--- src/rtl/led_blink_multi.sv ---
// Multi-channel LED driver: per-channel off / on / blink / PWM modes,
// runtime config write port, global phase-align sync.
//
// Ports:
//   i_Clk        system clock, single domain
//   i_Reset      synchronous active-high reset
//   i_Wr_En      config write strobe (one cycle)
//   i_Wr_Ch      target channel; index >= N_CH is ignored
//   i_Wr_Mode    0 off, 1 on, 2 blink, 3 PWM
//   i_Wr_Period  counter terminal value (wrap every period+1 clocks)
//   i_Wr_Duty    PWM on-count
//   i_Sync       one-cycle pulse, restarts every channel counter
//   o_LED        registered LED drive, bit k = channel k
//   o_Tick       one-cycle pulse per channel at counter wrap
module led_blink_multi #(
  parameter int N_CH           = 4,
  parameter int CNT_W          = 32,
  parameter int DEFAULT_MODE   = 2,
  parameter int DEFAULT_PERIOD = 1250000,
  parameter int DEFAULT_DUTY   = 0
) (
  input  logic             i_Clk,
  input  logic             i_Reset,
  input  logic             i_Wr_En,
  input  logic [3:0]       i_Wr_Ch,
  input  logic [1:0]       i_Wr_Mode,
  input  logic [CNT_W-1:0] i_Wr_Period,
  input  logic [CNT_W-1:0] i_Wr_Duty,
  input  logic             i_Sync,
  output logic [N_CH-1:0]  o_LED,
  output logic [N_CH-1:0]  o_Tick
);

  typedef enum logic [1:0] {
    MODE_OFF   = 2'd0,
    MODE_ON    = 2'd1,
    MODE_BLINK = 2'd2,
    MODE_PWM   = 2'd3
  } mode_e;

  for (genvar k = 0; k < N_CH; k++) begin : g_ch
    mode_e            mode;
    logic [CNT_W-1:0] period;
    logic [CNT_W-1:0] duty;
    logic [CNT_W-1:0] cnt;
    logic             led;
    logic             tick;
    logic             wr_hit;
    logic             wrap;

    // Out-of-range channel indices never match any k.
    assign wr_hit = i_Wr_En && (i_Wr_Ch == 4'(k));
    assign wrap   = (cnt == period);

    always_ff @(posedge i_Clk) begin
      if (i_Reset) begin
        mode   <= mode_e'(2'(DEFAULT_MODE));
        period <= CNT_W'(DEFAULT_PERIOD);
        duty   <= CNT_W'(DEFAULT_DUTY);
        cnt    <= '0;
        led    <= 1'b0;
        tick   <= 1'b0;
      end else if (wr_hit) begin
        // A write restarts the channel, so a
        // shorter period never sees cnt > period.
        mode   <= mode_e'(i_Wr_Mode);
        period <= i_Wr_Period;
        duty   <= i_Wr_Duty;
        cnt    <= '0;
        led    <= 1'b0;
        tick   <= 1'b0;
      end else if (i_Sync) begin
        cnt  <= '0;
        tick <= 1'b0;
        if (mode == MODE_BLINK || mode == MODE_PWM)
          led <= 1'b0;
      end else begin
        unique case (mode)
          MODE_OFF: begin
            led  <= 1'b0;
            cnt  <= '0;
            tick <= 1'b0;
          end
          MODE_ON: begin
            led  <= 1'b1;
            cnt  <= '0;
            tick <= 1'b0;
          end
          MODE_BLINK: begin
            cnt  <= wrap ? '0 : cnt + CNT_W'(1);
            tick <= wrap;
            if (wrap)
              led <= ~led;
          end
          MODE_PWM: begin
            // Compare uses the pre-edge count:
            // one clock of latency from cnt.
            cnt  <= wrap ? '0 : cnt + CNT_W'(1);
            tick <= wrap;
            led  <= (cnt < duty);
          end
        endcase
      end
    end

    assign o_LED[k]  = led;
    assign o_Tick[k] = tick;
  end

endmodule

--- config.mk ---
export PLATFORM = sky130hd
export DESIGN_NAME = led_blink_multi
export DESIGN_NICKNAME = d
export VERILOG_FILES = /design/src/rtl/led_blink_multi.sv
export SDC_FILE = /design/constraint.sdc
export NUM_CORES = 1
export LEC_CHECK = 0
export CORE_UTILIZATION = 29
export CTS_CLUSTER_DIAMETER = 100
export DETAILED_ROUTE_END_ITERATION = 10
export GPL_TIMING_DRIVEN = 0
export HOLD_SLACK_MARGIN = 0.02
export SYNTH_ARGS = -nofsm -noshare
export SYNTH_HDL_FRONTEND = slang
export SYNTH_SLANG_ARGS = --single-unit
--- constraint.sdc ---
create_clock -name i_Clk -period 2.9 [get_ports i_Clk]
set_clock_uncertainty 0.05 [all_clocks]
set_input_delay 0.58 -clock i_Clk [delete_from_list [all_inputs] [get_ports i_Clk]]
set_output_delay 0.58 -clock i_Clk [all_outputs]
set_load 0.03 [all_outputs]
==> run metrics, run 1 <==
synthesis warning total 0; sequential standard cell area 8010 µm²; Netlist Area Pre-Place 19400 µm²; Post-Syn Area per Cell 7.95 µm²; cells along the critical path clkdlybuf4s50_1, nor2_1, nand4_1, clkbuf_1, nor2_1; diode count 0; period utilisation layout 90.8%; CP dominant cell by count nor2_1; PostCTS Resize Cnt 0; clk slew on worst S/H paths 0.05 ns; worst skew pair latency 0.59 ns; Num CTS Buffers 46; Post-synth top flop dfxtp_1; Yosys top cell area share 41.3%; max incr delay on CP 0.82 ns; failing checks design-rule violations; die width 261 µm; synth-to-layout area growth 17.3%; status finished, violations left; initial antenna violation count 1; root buffer cell clkbuf_16; Cells after Synth 2439; relative slew slack 27.5%; drt via density 4.83; Setup crit end kind flip-flop; grt ovf 0; Yosys top cell by area dfxtp_1; Final #Nets 2769; setup_tns 0 ns; largest net degree at the start of global routing 13; syn nets 2641; vias in the first global route 15700; Max-Cap Viols 0; CP max FO 10; maximum clock rate 0.380 GHz; fraction of registers with async set/reset 0%; Worst Path Class, Setup in -> reg; Cells after DPL 3383; Initial DRT Pass Iterations 10; Layout fillers 6995; Arr. time, crit path 3.09 ns; top cells by count, synth 613 x nand2_1, 400 x dfxtp_1, 279 x a21oi_1; drt initial violations 1314; Worst Tran Pin Value 1.08 ns; DRC viols 8; antenna viol nets, final 0; row cnt 94; RSZ-0062 raised after global routing no; crit start category input pin; initial core utilization 29.4%; Peak supply drop 377 µV; Multi-input gate area 10400 µm²; Post-CTS Setup Bufs 0; Hold Crit Class reg -> reg; sequential fraction of the synthesis area 41.3%; Yosys cell types 58; CTS Sinks 400; H-tree Lvls 2; CORE AREA 66000 µm²; top post-synthesis cells by area dfxtp_1 41%, nand2_1 12%, ha_1 8.3%; Slowest cell on crit path nor2_1; Via Count 16700; hold buffer count at cts 0; min Tclk post-route 2.63 ns; Die Ht 261 µm; Buffers on Ports 80; Hold Crit Depth 2; WP buf/inv 2; worst path required time 3.36 ns; Longest Clk Path Bufs 3; global-route wire length before repair 98800 µm; total global-route track usage 19.5%; Setup violations, final 0; dpl hpwl 48600 µm; final-report max-slew violation count 0; layout cells sized above 1 3.61%; path length in cells of the critical path 5; final RePlAce weighted congestion 0.879; Hold Fails Final Rpt 0; synthesized flop and latch total 400; most frequent cell after synthesis nand2_1; CTS tree done; DRT Wirelength 65900 µm; Post-synth EDFFs 0; CP delay by family, top simple AND/OR/NAND/NOR gates; LEAKAGE 7.78 nW; Non-Filler Instances 3465; IO Count 82; routed length per placed instance 19.0 µm; Die Footprint 67900 µm²; Power Density 535 nW/µm²; worst r2r path cells 7
==> path summary, 6_finish.rpt <==
kind                                                     from                       endpoint  slack, ns
worst max-delay path                                   i_Sync     g_ch[1].cnt[28]$_SDFF_PP0_       0.27
worst min-delay path            g_ch[1].duty[29]$_SDFFE_PP0P_  g_ch[1].duty[29]$_SDFFE_PP0P_       0.40
worst max register to register     g_ch[1].cnt[14]$_SDFF_PP0_     g_ch[1].cnt[28]$_SDFF_PP0_       0.38
worst min register to register  g_ch[1].duty[29]$_SDFFE_PP0P_  g_ch[1].duty[29]$_SDFFE_PP0P_       0.40
==> power by group <==
| group | total [mW] | switching [mW] | internal, mW |
|---|---|---|---|
| Sequential | 5.60 | 0.0476 | 5.55 |
| Clock | 5.85 | 2.43 | 3.42 |
| Combinational | 0.715 | 0.495 | 0.220 |
| Total | 12.2 | 2.98 | 9.19 |
==> routing by layer <==
| layer | vias to the layer above | global-route usage [%] | wire [µm] |
|---|---|---|---|
| li1 | 8316 | - | - |
| met1 | 7829 | 27.5 | 30700 |
| met2 | 470 | 30.1 | 28400 |
| met3 | 113 | 2.95 | 4510 |
| met4 | 0 | 6.87 | 2290 |
| met5 | - | 0 | 0 |
==> cells in the final DEF, fill, tap and decap left out, drive strengths merged, types with 8 or more instances in the layout <==
cell type / instances
nand2: 613
dfxtp: 400
a21oi: 279
xnor2: 179
nor2: 179
clkbuf: 164
inv: 138
ha: 128
clkdlybuf4s50: 80
xor2: 68
nand4: 64
nand3: 62
nand3b: 40
and3: 30
o21ai: 21
nor3: 20
buf: 18
and4: 17
nor4: 15
clkinv: 10
a21o: 8
==> worst reg2reg max path, cell delays in order (launching register included) <==
cell	delay, ns
dfxtp_1	0.50
xnor2_1	0.16
nand4_1	0.15
nor4_1	0.48
nand2_1	0.17
nand4_1	0.30
clkbuf_1	0.46
nor2_1	0.12
==> per-stage QoR <==
stage / instance area (µm²) / hold WS (ns) / power (mW) / utilization (%) / worst slack, ns
2_1_floorplan: 19400 / 0.382 / 5.99 / - / 0.910
3_3_place_gp: 21300 / 0.390 / 6.42 / 32.2 / -0.276
3_5_place_dp: 21300 / 0.396 / 6.43 / 32.2 / -0.243
4_1_cts: 22800 / 0.405 / 12.2 / 34.5 / 0.354
5_1_grt: 22800 / 0.415 / 12.5 / 34.5 / 0.0675
6_report: 22800 / 0.403 / 12.2 / 34.5 / 0.267
==> logic make-up (layout without fill, tap and decap cells) <==
| logic type | after synthesis | in the layout | synth area share, % |
|---|---|---|---|
| buffers and inverters | 252 | 414 | 5.12 |
| xor gates and xnor gates | 247 | 247 | 11.2 |
| and+or+nand+nor | 1063 | 1063 | 24.3 |
| AOI/OAI and AO/OA | 346 | 346 | 9.71 |
| muxes | 3 | 3 | 0.168 |
| adders and majority gates | 128 | 128 | 8.26 |
| DFF | 400 | 400 | 41.3 |
==> registers in the layout, summed over array words and instances (netlist names) <==
register and flops:
g_ch.duty 128, g_ch.period 128, g_ch.tick 4, g_ch.mode 8
g_ch.cnt 128, g_ch.led 4
==> cell type report <==
class                           count  share of cell area [%]
Timing Repair Buffer               80                    3.52
Buffer                            115                    2.11
Sequential cell                   400                    35.2
Inverter                          137                    2.26
Multi-Input combinational cell   1787                    45.7
Clock inverter                     14                   0.654
Tap cell                          864                    4.75
Clock buffer                       68                    5.82
Note: power is estimated with default switching activity, not from simulation.
==> run 2: changes to the inputs <==
--- a/config.mk
+++ b/config.mk
@@ -6,6 +6,7 @@
 export NUM_CORES = 1
 export LEC_CHECK = 0
 export CORE_UTILIZATION = 29
+export CTS_BUF_LIST = sky130_fd_sc_hd__clkbuf_16
 export CTS_CLUSTER_DIAMETER = 100
 export DETAILED_ROUTE_END_ITERATION = 10
 export GPL_TIMING_DRIVEN = 0
==> constraint.sdc (replaced) <==
create_clock -name i_Clk -period 2.9 [get_ports i_Clk]
set_clock_uncertainty 0.05 [all_clocks]
set_input_delay 0.87 -clock i_Clk [delete_from_list [all_inputs] [get_ports i_Clk]]
set_output_delay 0.87 -clock i_Clk [all_outputs]
set_load 0.03 [all_outputs]
==> run 2 against run 1 <==
The run still ends with design-rule violations left. Via count is 0.71% higher. Hold slack hardly changed. Sequential power hardly changed. Largest cell class unchanged.
==> run metrics, run 2 (synthesized netlist as in run 1, its figures left out) <==
worst r2r path cells 7; Clk network pwr share 47.0%; Psw 2.97 mW; Area after DPL 21300 µm²; FF-to-FF Start g_ch[1].cnt[20]$_SDFF_PP0_; final RePlAce weighted congestion 0.879; Comb power frac 6.0%; Die Ht 261 µm; CORE AREA 66000 µm²; fin area 22700 µm²; LEAKAGE 7.82 nW; Setup violations, final 0; largest net degree at the start of global routing 13; Buffers on Ports 80; Peak supply drop 369 µV; layout cells sized above 1 3.65%; Power Internal 8.95 mW; Layout fillers 6997; Slowest cell on crit path clkdlybuf4s50_1; worst skew pair latency 0.59 ns; failing checks design-rule violations; hold buffer count at cts 0; max incr delay on CP 0.65 ns; diode count 0; global-route wire length before repair 98800 µm; CTS tree done; Initial DRT Pass Iterations 10; DRT Wirelength 66000 µm; maximum clock rate 0.355 GHz; period utilisation layout 97.2%; row cnt 94; Power Density 525 nW/µm²; Via Count 16800; Hold Crit Depth 2; clk slew on worst S/H paths 0.06 ns; Hold Slack 0.403 ns; root buffer cell clkbuf_16; CTS Sinks 400; final-report max-slew violation count 0; CP max FO 4; share of power burned in registers 47.0%; Overall Power 11.9 mW; synth-to-layout area growth 17.0%; initial core utilization 29.4%; IO Count 82; Num CTS Buffers 46; biggest regs g_ch.cnt x128, g_ch.duty x128, g_ch.period x128; dpl hpwl 48600 µm; Setup crit start g_ch[2].led$_SDFFE_PP0P_; setup_tns 0 ns; cells along the critical path buf_4, clkdlybuf4s50_1; crit start category flip-flop; Worst Tran Pin Value 1.05 ns; die width 261 µm; DRC viols 8; grt ovf 0; routed length per placed instance 19.0 µm; Worst Path Class, Setup reg -> out; Sw Ratio 24.9%; total global-route track usage 19.5%; most common cell after layout, fill and taps aside nand2_1; antenna viol nets, final 0; Longest Clk Path Bufs 3; commonest non-fill, non-tap cells in the layout 613 x nand2_1, 400 x dfxtp_1, 279 x a21oi_1, 179 x xnor2_1, 177 x nor2_1; Arr. time, crit path 1.90 ns; critical path capture point o_LED[2]; RR Endpoint g_ch[1].cnt[28]$_SDFF_PP0_; Setup crit end kind primary output; status finished, violations left; initial antenna violation count 1; sequential standard cell area 8010 µm²; vias in the first global route 15700; min Tclk post-route 2.82 ns; drt initial violations 1391; Die Footprint 67900 µm²; Final #Nets 2769; H-tree Lvls 2; Max-Cap Viols 0; relative slew slack 29.4%; Multi-input gate area 10400 µm²; worst path required time 1.98 ns; Hold Fails Final Rpt 0; drt via density 4.86; reg-to-reg slack, setup 0.39 ns; RSZ-0062 raised after global routing no; Hold Crit Class reg -> reg
[run 2: changes by cell type in the layout (fill, tap and decap cells not counted), sizes merged]
| cell | before | now |
|---|---|---|
| inv | 138 | 152 |
| clkinv | 10 | 17 |
| buf | 18 | 15 |
| clkbuf | 164 | 146 |
[run 2: timing repair]
| action | 4_1_cts | 5_1_grt |
|---|---|---|
| buffers inserted | 0 | 0 |
| resized for setup | 0 | 12 |
| endpoints found under the setup margin | 0 | 110 |
[run 2: power by group through the flow]
stage	clock (mW)	sequential (mW)	combinational, mW
after global placement	0	5.72	0.704
after CTS	5.68	5.60	0.708
after global routing	5.91	5.60	0.754
after detailed placement	0	5.72	0.705
final	5.61	5.60	0.715
after floorplan	0	5.71	0.286
[run 2: cell type report]
| cell class | count | area share (%) |
|---|---|---|
| multi-input combinational | 1787 | 45.8 |
| sequential | 400 | 35.3 |
| buffer | 115 | 2.15 |
| tap | 864 | 4.76 |
| inverter | 137 | 2.27 |
| clock buffer | 47 | 5.18 |
| clock inverter | 35 | 1.00 |
| timing repair buffer | 80 | 3.53 |
[run 2: per-layer routing]
layer | global-route usage (%) | up-vias | share of wire, %
li1 | - | 8318 | -
met1 | 27.5 | 7911 | 47
met2 | 29.9 | 506 | 43
met3 | 2.95 | 111 | 6.9
met4 | 7.33 | 0 | 3.7
met5 | 0 | - | 0
[run 2: worst min-delay path by stage]
stage,from,endpoint,slack [ns]
finish,g_ch[1].duty[29]$_SDFFE_PP0P_,g_ch[1].duty[29]$_SDFFE_PP0P_,0.40
detailed placement,g_ch[2].duty[0]$_SDFFE_PP0P_,g_ch[2].duty[0]$_SDFFE_PP0P_,0.40
global route,g_ch[2].duty[14]$_SDFFE_PP0P_,g_ch[2].duty[14]$_SDFFE_PP0P_,0.42
floorplan,g_ch[2].duty[0]$_SDFFE_PP0P_,g_ch[2].duty[0]$_SDFFE_PP0P_,0.38
CTS,g_ch[0].duty[26]$_SDFFE_PP0P_,g_ch[0].duty[26]$_SDFFE_PP0P_,0.40
global placement,g_ch[2].duty[0]$_SDFFE_PP0P_,g_ch[2].duty[0]$_SDFFE_PP0P_,0.39
[run 2: metrics by stage]
stage               worst slack [ns]  instances  utilization, %
global route                 0.00764       3465            34.4
global placement              -0.566       3383            32.2
floorplan                      0.620       2439               -
CTS                           0.0642       3465            34.4
detailed placement            -0.533       3383            32.2
finish                        0.0826       3465            34.4
[run 2: worst max-delay path: cells and delay by family (launching register included)]
family | cells | cell delay, ns
flip-flops | 1 | 0.49
buffers and inverters | 2 | 0.82
==> run 3: changes to the inputs <==
==> constraint.sdc (replaced) <==
create_clock -name i_Clk -period 3.4 [get_ports i_Clk]
set_clock_uncertainty 0.05 [all_clocks]
set_input_delay 1.02 -clock i_Clk [delete_from_list [all_inputs] [get_ports i_Clk]]
set_output_delay 1.02 -clock i_Clk [all_outputs]
set_load 0.03 [all_outputs]
==> run 3 against run 2 <==
Critical path depth rose by 3. Register-to-register slack gained 0.52 ns. The flow still finishes with violations (design-rule violations). Largest power group is now registers. Clock power down 15%. Wire length is essentially flat. Power down 15%. Utilization is essentially flat. Sequential share of layout area about the same. Die area unchanged. Sequential cell count unchanged. Sequential power is 15% lower. Combinational power is 15% lower.
==> run metrics, run 3 (synthesized netlist as in run 1, its figures left out) <==
status finished, violations left; failing checks design-rule violations; CTS Sinks 400; WP buf/inv 2; initial core utilization 29.4%; antenna viol nets, final 0; min Tclk post-route 3.06 ns; PostCTS Resize Cnt 0; Die Footprint 67900 µm²; worst r2r path cells 7; reg-to-reg slack, setup 0.91 ns; total global-route track usage 19.5%; DRT Wirelength 65900 µm; critical path capture point g_ch[1].cnt[28]$_SDFF_PP0_; H-tree Lvls 2; Hold Fails Final Rpt 0; CP delay by family, top simple AND/OR/NAND/NOR gates; maximum clock rate 0.327 GHz; grt ovf 0; period utilisation layout 89.9%; drt via density 4.85; Worst Tran Pin Value 1.05 ns; Longest Clk Path Bufs 3; Cells after DPL 3383; Layout fillers 6998; LEAKAGE 7.80 nW; dpl hpwl 48600 µm; Hold Slack 0.403 ns; fin area 22700 µm²; RSZ-0062 raised after global routing no; biggest regs g_ch.cnt x128, g_ch.duty x128, g_ch.period x128; Num CTS Buffers 46; drt initial violations 1386; Area after DPL 21300 µm²; routed length per placed instance 19.0 µm; setup_tns 0 ns; clk slew on worst S/H paths 0.05 ns; Arr. time, crit path 3.52 ns; die width 261 µm; Hold Crit Class reg -> reg; hold buffer count at cts 0; Setup crit start i_Sync; Setup crit end kind flip-flop; layout cells sized above 1 3.34%; IO Count 82; Power Density 448 nW/µm²; CTS tree done; synth-to-layout area growth 16.9%; most common cell after layout, fill and taps aside nand2_1; Max-Cap Viols 0; DRC viols 8; max incr delay on CP 0.82 ns; worst skew pair latency 0.58 ns; worst path required time 3.86 ns; diode count 0; crit start category input pin; largest net degree at the start of global routing 13; CP dominant cell by count nor2_1; commonest non-fill, non-tap cells in the layout 613 x nand2_1, 400 x dfxtp_1, 279 x a21oi_1, 179 x xnor2_1, 178 x nor2_1; final worst slack 0.342 ns; Post-CTS Setup Bufs 0; Buffers on Ports 80; Overall Power 10.2 mW; initial antenna violation count 1; Non-Filler Instances 3465; Initial DRT Pass Iterations 8; global-route wire length before repair 98800 µm; final-report max-slew violation count 0; CORE AREA 66000 µm²; row cnt 94; Via Count 16800; relative slew slack 29.4%; Worst Path Class, Setup in -> reg; Slowest cell on crit path nor2_1; DP Worst Slack -0.183 ns; FF-to-FF Start g_ch[1].cnt[14]$_SDFF_PP0_; vias in the first global route 15700; Final #Nets 2769; Setup violations, final 0; Die Ht 261 µm; root buffer cell clkbuf_16; path length in cells of the critical path 5; Final Core Density 34.4%; final RePlAce weighted congestion 0.879; cells along the critical path clkdlybuf4s50_1, nor2_1, nand4_1, clkbuf_1, nor2_1; RR Endpoint g_ch[1].cnt[28]$_SDFF_PP0_; CP max FO 10; Peak supply drop 315 µV
[run 3: changes by cell type in the layout (fill, tap and decap cells not counted)]
| cell | before | now |
|---|---|---|
| nor2_1 | 177 | 178 |
| clkbuf_2 | 7 | 0 |
| clkbuf_1 | 92 | 96 |
| buf_1 | 4 | 7 |
| nor2_2 | 2 | 1 |
[run 3: worst register-to-register path, cell delays in order (launching register included)]
cell and delay (ns):
dfxtp_1 0.50, xnor2_1 0.16, nand4_1 0.15, nor4_1 0.47, nand2_1 0.16, nand4_1 0.29, clkbuf_1 0.45, nor2_1 0.12
[run 3: area by class of cell]
cell class / count / area (µm²) / area share (%)
Multi-Input combinational cell: 1787 / 10400 / 45.8
Sequential cell: 400 / 8010 / 35.3
Clock buffer: 47 / 1180 / 5.19
Tap cell: 864 / 1080 / 4.77
Timing Repair Buffer: 80 / 801 / 3.53
Inverter: 137 / 514 / 2.27
Buffer: 115 / 479 / 2.11
Clock inverter: 35 / 228 / 1.00
[run 3: worst min-delay path by stage]
stage | from | endpoint | cells past startpoint
CTS | g_ch[0].duty[26]$_SDFFE_PP0P_ | g_ch[0].duty[26]$_SDFFE_PP0P_ | 2
global route | g_ch[2].duty[14]$_SDFFE_PP0P_ | g_ch[2].duty[14]$_SDFFE_PP0P_ | 2
detailed placement | g_ch[2].duty[0]$_SDFFE_PP0P_ | g_ch[2].duty[0]$_SDFFE_PP0P_ | 2
global placement | g_ch[2].duty[0]$_SDFFE_PP0P_ | g_ch[2].duty[0]$_SDFFE_PP0P_ | 2
floorplan | g_ch[2].duty[0]$_SDFFE_PP0P_ | g_ch[2].duty[0]$_SDFFE_PP0P_ | 2
finish | g_ch[1].duty[29]$_SDFFE_PP0P_ | g_ch[1].duty[29]$_SDFFE_PP0P_ | 2
[run 3: where the power goes]
group          switching [mW]  total, mW  leakage, nW  internal, mW
combinational           0.421      0.609         3.82         0.188
clock                    2.07       4.78        0.751          2.71
sequential             0.0404       4.78         3.23          4.74
[run 3: per-layer routing]
layer  vias up  global-route usage, %  wire, µm
met3       112                   2.95      4470
met5         -                      0         0
li1       8316                      -         -
met4         0                   7.33      2480
met2       471                   29.9     28300
met1      7897                   27.5     30700
